## config.mk

```make
export PLATFORM = sky130hd
export DESIGN_NAME = count_serializer
export DESIGN_NICKNAME = d
export VERILOG_FILES = /design/src/rtl/count_serializer.sv
export SDC_FILE = /design/constraint.sdc
export NUM_CORES = 1
export LEC_CHECK = 0
export CORE_MARGIN = 2
export CORE_UTILIZATION = 57
export DETAILED_ROUTE_END_ITERATION = 12
export PLACE_DENSITY = 0.8
export SKIP_CTS_REPAIR_TIMING = 1
export SLEW_MARGIN = 20
export SYNTH_ARGS = -nofsm -noshare
export SYNTH_HDL_FRONTEND = slang
export SYNTH_SLANG_ARGS = --single-unit
```

## constraint.sdc

```tcl
create_clock -name clk -period 2.7 [get_ports clk]
set_input_delay 0.54 -clock clk [delete_from_list [all_inputs] [get_ports clk]]
set_output_delay 0.54 -clock clk [all_outputs]
set_load 0.05 [all_outputs]
```

## src/rtl/count_serializer.sv

```systemverilog
// UART-style serializer for the dual-counter byte: start, 8 data bits LSB first,
// optional even parity, stop; each bit held CLKS_PER_BIT clocks. Counts refused offers.
module count_serializer #(
  parameter int unsigned CLKS_PER_BIT = 4,
  parameter bit          PARITY_EN    = 1'b1
) (
  input  logic       clk,
  input  logic       rst,
  input  logic [7:0] in_data,
  input  logic       in_valid,
  output logic       in_ready,
  output logic       tx,
  output logic       busy,
  output logic       frame_done,
  output logic [7:0] drop_cnt
);

  typedef enum logic [2:0] {IDLE, START, DATA, PARITY, STOP} state_t;

  localparam logic [7:0] LAST_TICK = 8'(CLKS_PER_BIT - 1);

  state_t     state, state_nxt;
  logic [7:0] shreg;
  logic [7:0] timer;
  logic [2:0] bit_idx;
  logic       par;
  logic       bit_end;

  assign bit_end = (timer == LAST_TICK);

  always_ff @(posedge clk or posedge rst) begin
    if (rst) state <= IDLE;
    else     state <= state_nxt;
  end

  always_comb begin
    state_nxt = state;
    case (state)
      IDLE:    if (in_valid) state_nxt = START;
      START:   if (bit_end) state_nxt = DATA;
      DATA:    if (bit_end && bit_idx == 3'd7) state_nxt = PARITY_EN ? PARITY : STOP;
      PARITY:  if (bit_end) state_nxt = STOP;
      STOP:    if (bit_end) state_nxt = IDLE;
      default: state_nxt = IDLE;
    endcase
  end

  always_comb begin
    in_ready   = (state == IDLE);
    busy       = (state != IDLE);
    frame_done = (state == STOP) && bit_end;
    case (state)
      START:   tx = 1'b0;
      DATA:    tx = shreg[0];
      PARITY:  tx = par;
      default: tx = 1'b1;
    endcase
  end

  // The bit timer free-runs only while a frame is active; IDLE parks it at zero
  // so the start bit always gets a full CLKS_PER_BIT cycles.
  always_ff @(posedge clk or posedge rst) begin
    if (rst) begin
      shreg   <= '0;
      timer   <= '0;
      bit_idx <= '0;
      par     <= 1'b0;
    end else if (state == IDLE) begin
      timer   <= '0;
      bit_idx <= '0;
      if (in_valid) begin
        shreg <= in_data;
        par   <= ^in_data;
      end
    end else begin
      if (bit_end) timer <= '0;
      else         timer <= timer + 8'd1;
      if (state == DATA && bit_end) begin
        shreg   <= shreg >> 1;
        bit_idx <= bit_idx + 3'd1;
      end
    end
  end

  always_ff @(posedge clk or posedge rst) begin
    if (rst)                                         drop_cnt <= '0;
    else if (in_valid && !in_ready && drop_cnt != '1) drop_cnt <= drop_cnt + 8'd1;
  end

endmodule

```

-- Yosys cells after proc, flatten, opt, wreduce, memory -nomap -nowiden
Cells that the tools add are included.
- word-level logic and storage cells: 48
- output and inout bits: 12
- flip-flop bits (word level): 31
- $add $sub $neg: 3
- reduce and logical (&&, ||, !) cells: 13
- equal/unequal tests: 12
- mux-type cells: 14
- operators by type and width (cell ; count):
    $mux 8 ; 5
    $mux 3 ; 7
    $add 8x1->8 const B ; 2
    $pmux 3 s5 ; 1
    $ne 2x2->1 const B ; 5
    $eq 8x2->1 const B ; 1
    $ne 8x8->1 const B ; 1
    $reduce_xor 8->1 ; 1
    $eq 3x2->1 const B ; 2
    $eq 3x3->1 const B ; 2
    $logic_and 1x1->1 ; 5
    $reduce_and 5->1 ; 1
    $reduce_and 2->1 ; 2
    $add 3x1->3 const B ; 1
    $eq 3x1->1 const B ; 1
    $logic_not 3->1 ; 1
    $pmux 1 s3 ; 1
    $reduce_bool 3->1 ; 1
    $reduce_bool 2->1 ; 1
    $logic_not 1->1 ; 1

-- Logic depth before layout (Yosys ltp)
Gate-level depths: netlist of the first run.
- depth after elaboration: 4
- mapped depth: 7
- depth with buffers taken out: 5

-- Worst setup path after synthesis of the first run
No wires, ideal clock.
- path type: flip-flop to output port
- from: register timer[0]
- to: output port frame_done
- arrival time: 1.711 ns
- stages on the path, launching flop included: 5
- slack: 0.449 ns
- buffers on the path: 0
- required time: 2.160 ns
- path through: dfrtp_1 -> ha_1 -> nor4b_4 -> nand2_1 -> nor2_1
- word-level cells in the longest chain between the ends: 2
- ends and longest elaborated chain (element ; RTL line ; RTL):
    start, declared ; 24 ; logic [7:0] timer;
    start signal, assigned ; 77 ; else timer <= timer + 8'd1;
    $eq 8x2->1 ; 29 ; assign bit_end = (timer == LAST_TICK);
    $logic_and 1x1->1 ; 51 ; frame_done = (state == STOP) && bit_end;
    end, declared ; 14 ; output logic frame_done,
Every way passes these cells.

-- Final worst setup path of the first run
- from: register state[1]
- to: output port tx
- word-level cells in the longest chain between the ends: 2
- elaborated cells between the ends (all ways): 4
- ends and longest elaborated chain (element ; RTL line ; RTL):
    start, declared ; 22 ; state_t state, state_nxt;
    start signal, assigned ; 33 ; else state <= state_nxt;
    $eq 3x2->1 or $eq 3x1->1 (tied branches) ; 52 ; case (state)
    $pmux 1 s3 * ; 52 ;
    end, declared ; 12 ; output logic tx,
Every way passes the cells marked *; elsewhere a longest branch is shown, timed or not.

==> impl_metrics.env, run 1 <==
export IMPL_p_seq_share_pct=43.3
export IMPL_path_cells="a21oi_1 -> a311o_1 -> clkdlybuf4s50_1"
export IMPL_final_net_count=194
export IMPL_max_stage_delay_ps=700
export IMPL_ys_flop_type="dfrtp_1"
export IMPL_hold_path_end="timer[0]$_DFF_PP0_"
export IMPL_required_ps=2160
export IMPL_slew_violations=0
export IMPL_wl_um=2990
export IMPL_cts_sinks=31
export IMPL_synth_fp_nets=166
export IMPL_io_pin_count=23
export IMPL_pre_cts_ws_ps=528
export IMPL_synth_area_sq_um=1600
export IMPL_layout_common_cells="31 x dfrtp_1, 21 x nand2_1, 20 x clkdlybuf4s50_1, 13 x nor2_1, 13 x xnor2_1"
export IMPL_grt_start_max_net_pins=32
export IMPL_hold_path_cell_count=1
export IMPL_grt_pass1_vias=1218
export IMPL_antenna_found_initial=0
export IMPL_p_switching_uw=588
export IMPL_synth_edff_count=0
export IMPL_slowest_stage="clkdlybuf4s50_1"
export IMPL_fill_cells=209
export IMPL_drc=0
export IMPL_die_area_sq_um=3250
export IMPL_fin_tns_setup_ps=0
export IMPL_ant_nets=0
export IMPL_initial_core_util_pct=59.2
export IMPL_ys_ff_latch=31
export IMPL_crit_path_end_kind="output port"
export IMPL_max_cap_violations=0
export IMPL_relSlewSlack_pct=66.8
export IMPL_drtIter0Drc=18
export IMPL_htreeDepth=2
export IMPL_track_usage_pct=20.7
export IMPL_routedWlPerCell_um=14.1
export IMPL_vias=1171
export IMPL_worstPathArrival_ps=2020
export IMPL_combPwrFrac_pct=38.7
export IMPL_dr_pass1_iters=4
export IMPL_clock_path_buffers=2
export IMPL_reg2reg_setup_slack_ps=730
export IMPL_synth_seq_area_share_pct=48.4
export IMPL_clockPowerShare_pct=18.0
export IMPL_cts_tree="built"
export IMPL_synthArstFlopShare_pct=100
export IMPL_dp_hpwl_um=2230
export IMPL_worstPathMaxFanout=12
export IMPL_gp_congestion=0.780
export IMPL_hold_start="timer[0]$_DFF_PP0_"
export IMPL_yosysUniqueCellTypes=36
export IMPL_fp_coreArea_sq_um=2710
export IMPL_finalCritPeriodShare_pct=94.7
export IMPL_final_common_cell="dfrtp_1"
export IMPL_min_delay_path_class="reg -> reg"
export IMPL_worstSetupStartpointType="flop"
export IMPL_antenna_cells=0
export IMPL_syn_avg_cell_area_sq_um=10.6
export IMPL_worstRegToRegCells=5
export IMPL_tightest_slew_ps=497
export IMPL_fin_crit_ps=2560
export IMPL_num_rows=19
export IMPL_grt_setup_unrepaired="no"
export IMPL_fmax_mhz=391
export IMPL_fin_ws_ps=142
export IMPL_grt_overflow_total=0
export IMPL_hold_violations=0
export IMPL_cts_buffers=5
export IMPL_chipHeight_um=57.1
export IMPL_root_buffer="clkbuf_4"
export IMPL_fin_skew_ps=6.28
export IMPL_internal_power_uw=868
export IMPL_routed_via_density=5.55
export IMPL_clk_insertion_delay_late_ps=330
export IMPL_p_leak_nw=0.893
export IMPL_io_buffers=22
export IMPL_status="finished clean"
export IMPL_grt_pass1_wl_um=5140
export IMPL_critPathKind="reg -> out"
export IMPL_drive_gt1_share_pct=15.6
export IMPL_r2r_start="timer[0]$_DFF_PP0_"
export IMPL_reg2reg_to="shreg[1]$_DFFE_PP0P_"
export IMPL_peakVddDrop_mv=0.809
export IMPL_power_density_nw_per_um2=757
export IMPL_syn2layout_area_growth_pct=20.0
export IMPL_switching_share_pct=40.4
export IMPL_cts_clk_slew_worst_paths_ps=100
export IMPL_fp_dieW_um=57.1
export IMPL_yosysWarnings=0
export IMPL_finalSetupViolations=0
export IMPL_synthCells=151
power groups by stage:
stage               sequential (mW)  clock (mW)  combinational (mW)
detailed placement            0.639           0               0.568
CTS                           0.631       0.267               0.570
finish                        0.630       0.262               0.564
floorplan                     0.782           0               0.240
global placement              0.630           0               0.557
global route                  0.644       0.280               0.603
area by class of cell:
| class | instances | area, sq um | area share, % |
|---|---|---|---|
| Inverter | 6 | 22.5 | 1.17 |
| Timing Repair Buffer | 25 | 250 | 13.0 |
| Tap cell | 31 | 38.8 | 2.02 |
| Clock buffer | 6 | 41.3 | 2.15 |
| Sequential cell | 31 | 776 | 40.3 |
| Clock inverter | 2 | 12.5 | 0.650 |
| Multi-Input combinational cell | 110 | 783 | 40.7 |
worst max path at each step:
stage / start / endpoint
finish: state[1]$_DFFE_PP0P_ / tx
global route: state[1]$_DFFE_PP0P_ / tx
CTS: state[1]$_DFFE_PP0P_ / busy
detailed placement: state[1]$_DFFE_PP0P_ / tx
global placement: state[1]$_DFFE_PP0P_ / busy
floorplan: timer[0]$_DFF_PP0_ / frame_done
synthesized netlist by cell type (2+ instances only):
library cell	instances	area share, %
nand3_1	9	2.8
nand2_1	21	4.9
and3_1	4	1.6
buf_2	3	0.94
ha_1	4	3.1
a22o_1	5	2.7
inv_1	5	1.2
xor2_1	8	4.4
mux2i_1	3	1.9
a21oi_1	2	0.62
xnor2_1	13	7.1
dfrtp_1	31	48
mux2_2	8	5.6
nor2_1	13	3.0
stage by stage:
stage	hold slack (ps)	util [%]	std cells	total power, mW	instance area (sq um)
4_1_cts	483	71.0	211	1.47	1920
5_1_grt	511	71.0	211	1.53	1920
2_1_floorplan	425	-	151	1.02	1600
6_report	479	71.0	211	1.46	1920
3_3_place_gp	439	69.0	203	1.19	1870
3_5_place_dp	451	69.0	203	1.21	1870
cells by family (layout without fill, tap and decap cells):
kind of cell	after synthesis	after routing	synth area share, %
buffers and inverters	10	39	2.81
adder cells (fa/ha/maj)	4	4	3.12
multiplexers	11	11	7.49
XOR/XNOR	21	21	11.5
AO/OA/AOI/OAI	16	16	8.19
flip-flops	31	31	48.4
AND/OR/NAND/NOR	58	58	18.6
worst max-delay path: cells and delay by family (launching register included):
family | cells | cell delay, ps
buffers and inverters | 1 | 700
AOI/OAI and AO/OA | 2 | 390
DFF | 1 | 590
metal layers:
metal	global-route usage [%]	routed length, um
met5	0	0
met4	7.97	48
met3	5.67	126
met2	35.1	1430
met1	25.1	1380
registers in the layout (all words and copies together), names as in the netlist:
signal,count
timer,8
bit_idx,3
shreg,8
drop_cnt,8
par,1
state,3
Note: power is estimated with default switching activity, not from simulation.
==> inputs of run 2 (changes only) <==
- CORE_UTILIZATION: 57 -> 53
- GPL_ROUTABILITY_DRIVEN: default -> 0
- PLACE_DENSITY: 0.8 -> 0.75
==> run 2 against run 1 <==
  * Sequential cell count unchanged
  * Clock-buffer cell count grew 1
  * Cell count stayed put
  * Cell area shrank 0.20%
  * Global-route usage about the same
  * Die area rose by 7.0%
  * First-iteration DRC count is 83% higher
  * Critical path type unchanged
  * Sequential share of layout area increased by 0.079 points
  * Via count grew 0.34%
  * Clock skew rose by 2.8 ps
  * Largest cell class unchanged
==> impl_metrics.env, run 2 (synthesis results as in run 1) <==
export IMPL_path_cells="or3_1 -> clkdlybuf4s50_1"
export IMPL_crit_path_end_kind="output port"
export IMPL_ant_nets=0
export IMPL_root_buffer="clkbuf_4"
export IMPL_slew_violations=0
export IMPL_worstRegToRegCells=5
export IMPL_power_density_nw_per_um2=760
export IMPL_grt_setup_unrepaired="no"
export IMPL_fp_coreArea_sq_um=2810
export IMPL_grt_overflow_total=0
export IMPL_reg2reg_setup_slack_ps=700
export IMPL_worstPathArrival_ps=2040
export IMPL_vias=1175
export IMPL_final_common_cell="dfrtp_1"
export IMPL_chipHeight_um=59.0
export IMPL_finalSetupViolations=0
export IMPL_track_usage_pct=20.7
export IMPL_hold_path_cell_count=1
export IMPL_relSlewSlack_pct=66.7
export IMPL_clk_insertion_delay_late_ps=340
export IMPL_grt_start_max_net_pins=32
export IMPL_worstPathMaxFanout=12
export IMPL_antenna_cells=0
export IMPL_dp_cells=203
export IMPL_fp_dieW_um=59.0
export IMPL_die_area_sq_um=3480
export IMPL_worstSetupStartpointType="flop"
export IMPL_antenna_found_initial=0
export IMPL_routedWlPerCell_um=14.7
export IMPL_status="finished clean"
export IMPL_drtIter0Drc=33
export IMPL_cts_tree="built"
export IMPL_slowest_stage="clkdlybuf4s50_1"
export IMPL_r2r_start="timer[0]$_DFF_PP0_"
export IMPL_final_net_count=194
export IMPL_peakVddDrop_mv=0.610
export IMPL_htreeDepth=2
export IMPL_finalCritPeriodShare_pct=95.7
export IMPL_cts_sinks=31
export IMPL_tightest_slew_ps=498
export IMPL_wl_um=3090
export IMPL_fin_crit_ps=2580
export IMPL_io_buffers=22
export IMPL_crit_family="buffers and inverters"
export IMPL_min_delay_path_class="reg -> reg"
export IMPL_io_pin_count=23
export IMPL_grt_pass1_wl_um=5200
export IMPL_max_stage_delay_ps=720
export IMPL_max_cap_violations=0
export IMPL_hold_violations=0
export IMPL_dr_pass1_iters=4
export IMPL_hold_start="timer[0]$_DFF_PP0_"
export IMPL_reg2reg_to="shreg[4]$_DFFE_PP0P_"
export IMPL_syn2layout_area_growth_pct=19.7
export IMPL_required_ps=2160
export IMPL_drc=0
export IMPL_initial_core_util_pct=57.2
export IMPL_drive_gt1_share_pct=15.0
export IMPL_fmax_mhz=387
export IMPL_clock_path_buffers=2
export IMPL_dp_hpwl_um=2240
export IMPL_finalNonFillerCells=211
export IMPL_fin_skew_ps=9.11
export IMPL_reg_largest_list="drop_cnt (8), shreg (8), timer (8)"
export IMPL_num_rows=19
export IMPL_hold_path_end="timer[0]$_DFF_PP0_"
export IMPL_critPathBufInv=1
export IMPL_p_leak_nw=0.894
export IMPL_critPathKind="reg -> out"
export IMPL_routed_via_density=5.57
export IMPL_layout_common_cells="31 x dfrtp_1, 21 x nand2_1, 20 x clkdlybuf4s50_1, 13 x nor2_1, 13 x xnor2_1"
export IMPL_cts_clk_slew_worst_paths_ps=90
export IMPL_cts_buffers=5
export IMPL_fin_tns_setup_ps=0
export IMPL_grt_pass1_vias=1155
[run 2: per-stage QoR]
| stage | instance area (sq um) | total power [mW] | hold slack (ps) | worst slack, ps | util, % |
|---|---|---|---|---|---|
| final | 1920 | 1.46 | 462 | 117 | 68.5 |
| after global routing | 1920 | 1.55 | 495 | 4.27 | 68.5 |
| after floorplan | 1600 | 1.02 | 425 | 449 | - |
| after CTS | 1920 | 1.47 | 462 | 118 | 68.5 |
| after global placement | 1870 | 1.19 | 440 | 533 | 66.7 |
| after detailed placement | 1870 | 1.21 | 449 | 503 | 66.7 |
[run 2: layout make-up]
| cell class | count | area (sq um) |
|---|---|---|
| Tap cell | 31 | 38.8 |
| Fill cell | 211 | 885 |
| Clock inverter | 1 | 5.00 |
| Timing Repair Buffer | 25 | 250 |
| Sequential cell | 31 | 776 |
| Multi-Input combinational cell | 110 | 783 |
| Clock buffer | 7 | 45.0 |
| Inverter | 6 | 22.5 |
[run 2: how the worst max path moves through the flow]
stage,start,endpoint,slack (ps),cells after the start
3_5_place_dp,state[1]$_DFFE_PP0P_,tx,500,3
2_1_floorplan,timer[0]$_DFF_PP0_,frame_done,450,4
3_3_place_gp,state[1]$_DFFE_PP0P_,busy,530,2
4_1_cts,state[1]$_DFFE_PP0P_,busy,120,2
6_report,state[1]$_DFFE_PP0P_,busy,120,2
5_1_grt,timer[0]$_DFF_PP0_,frame_done,4,5
[run 2: power by group]
part	total [mW]	leakage [nW]	internal [mW]	switching [mW]
combinational	0.568	0.465	0.225	0.343
clock	0.260	0.0293	0.101	0.159
sequential	0.630	0.401	0.543	0.0868
[run 2: routing by layer]
layer	vias to the layer above	GRT usage, %	wire length, um
met1	566	26.0	1440
met5	-	0	0
met2	28	31.3	1430
li1	572	-	-
met4	0	9.09	64
met3	9	8.73	159
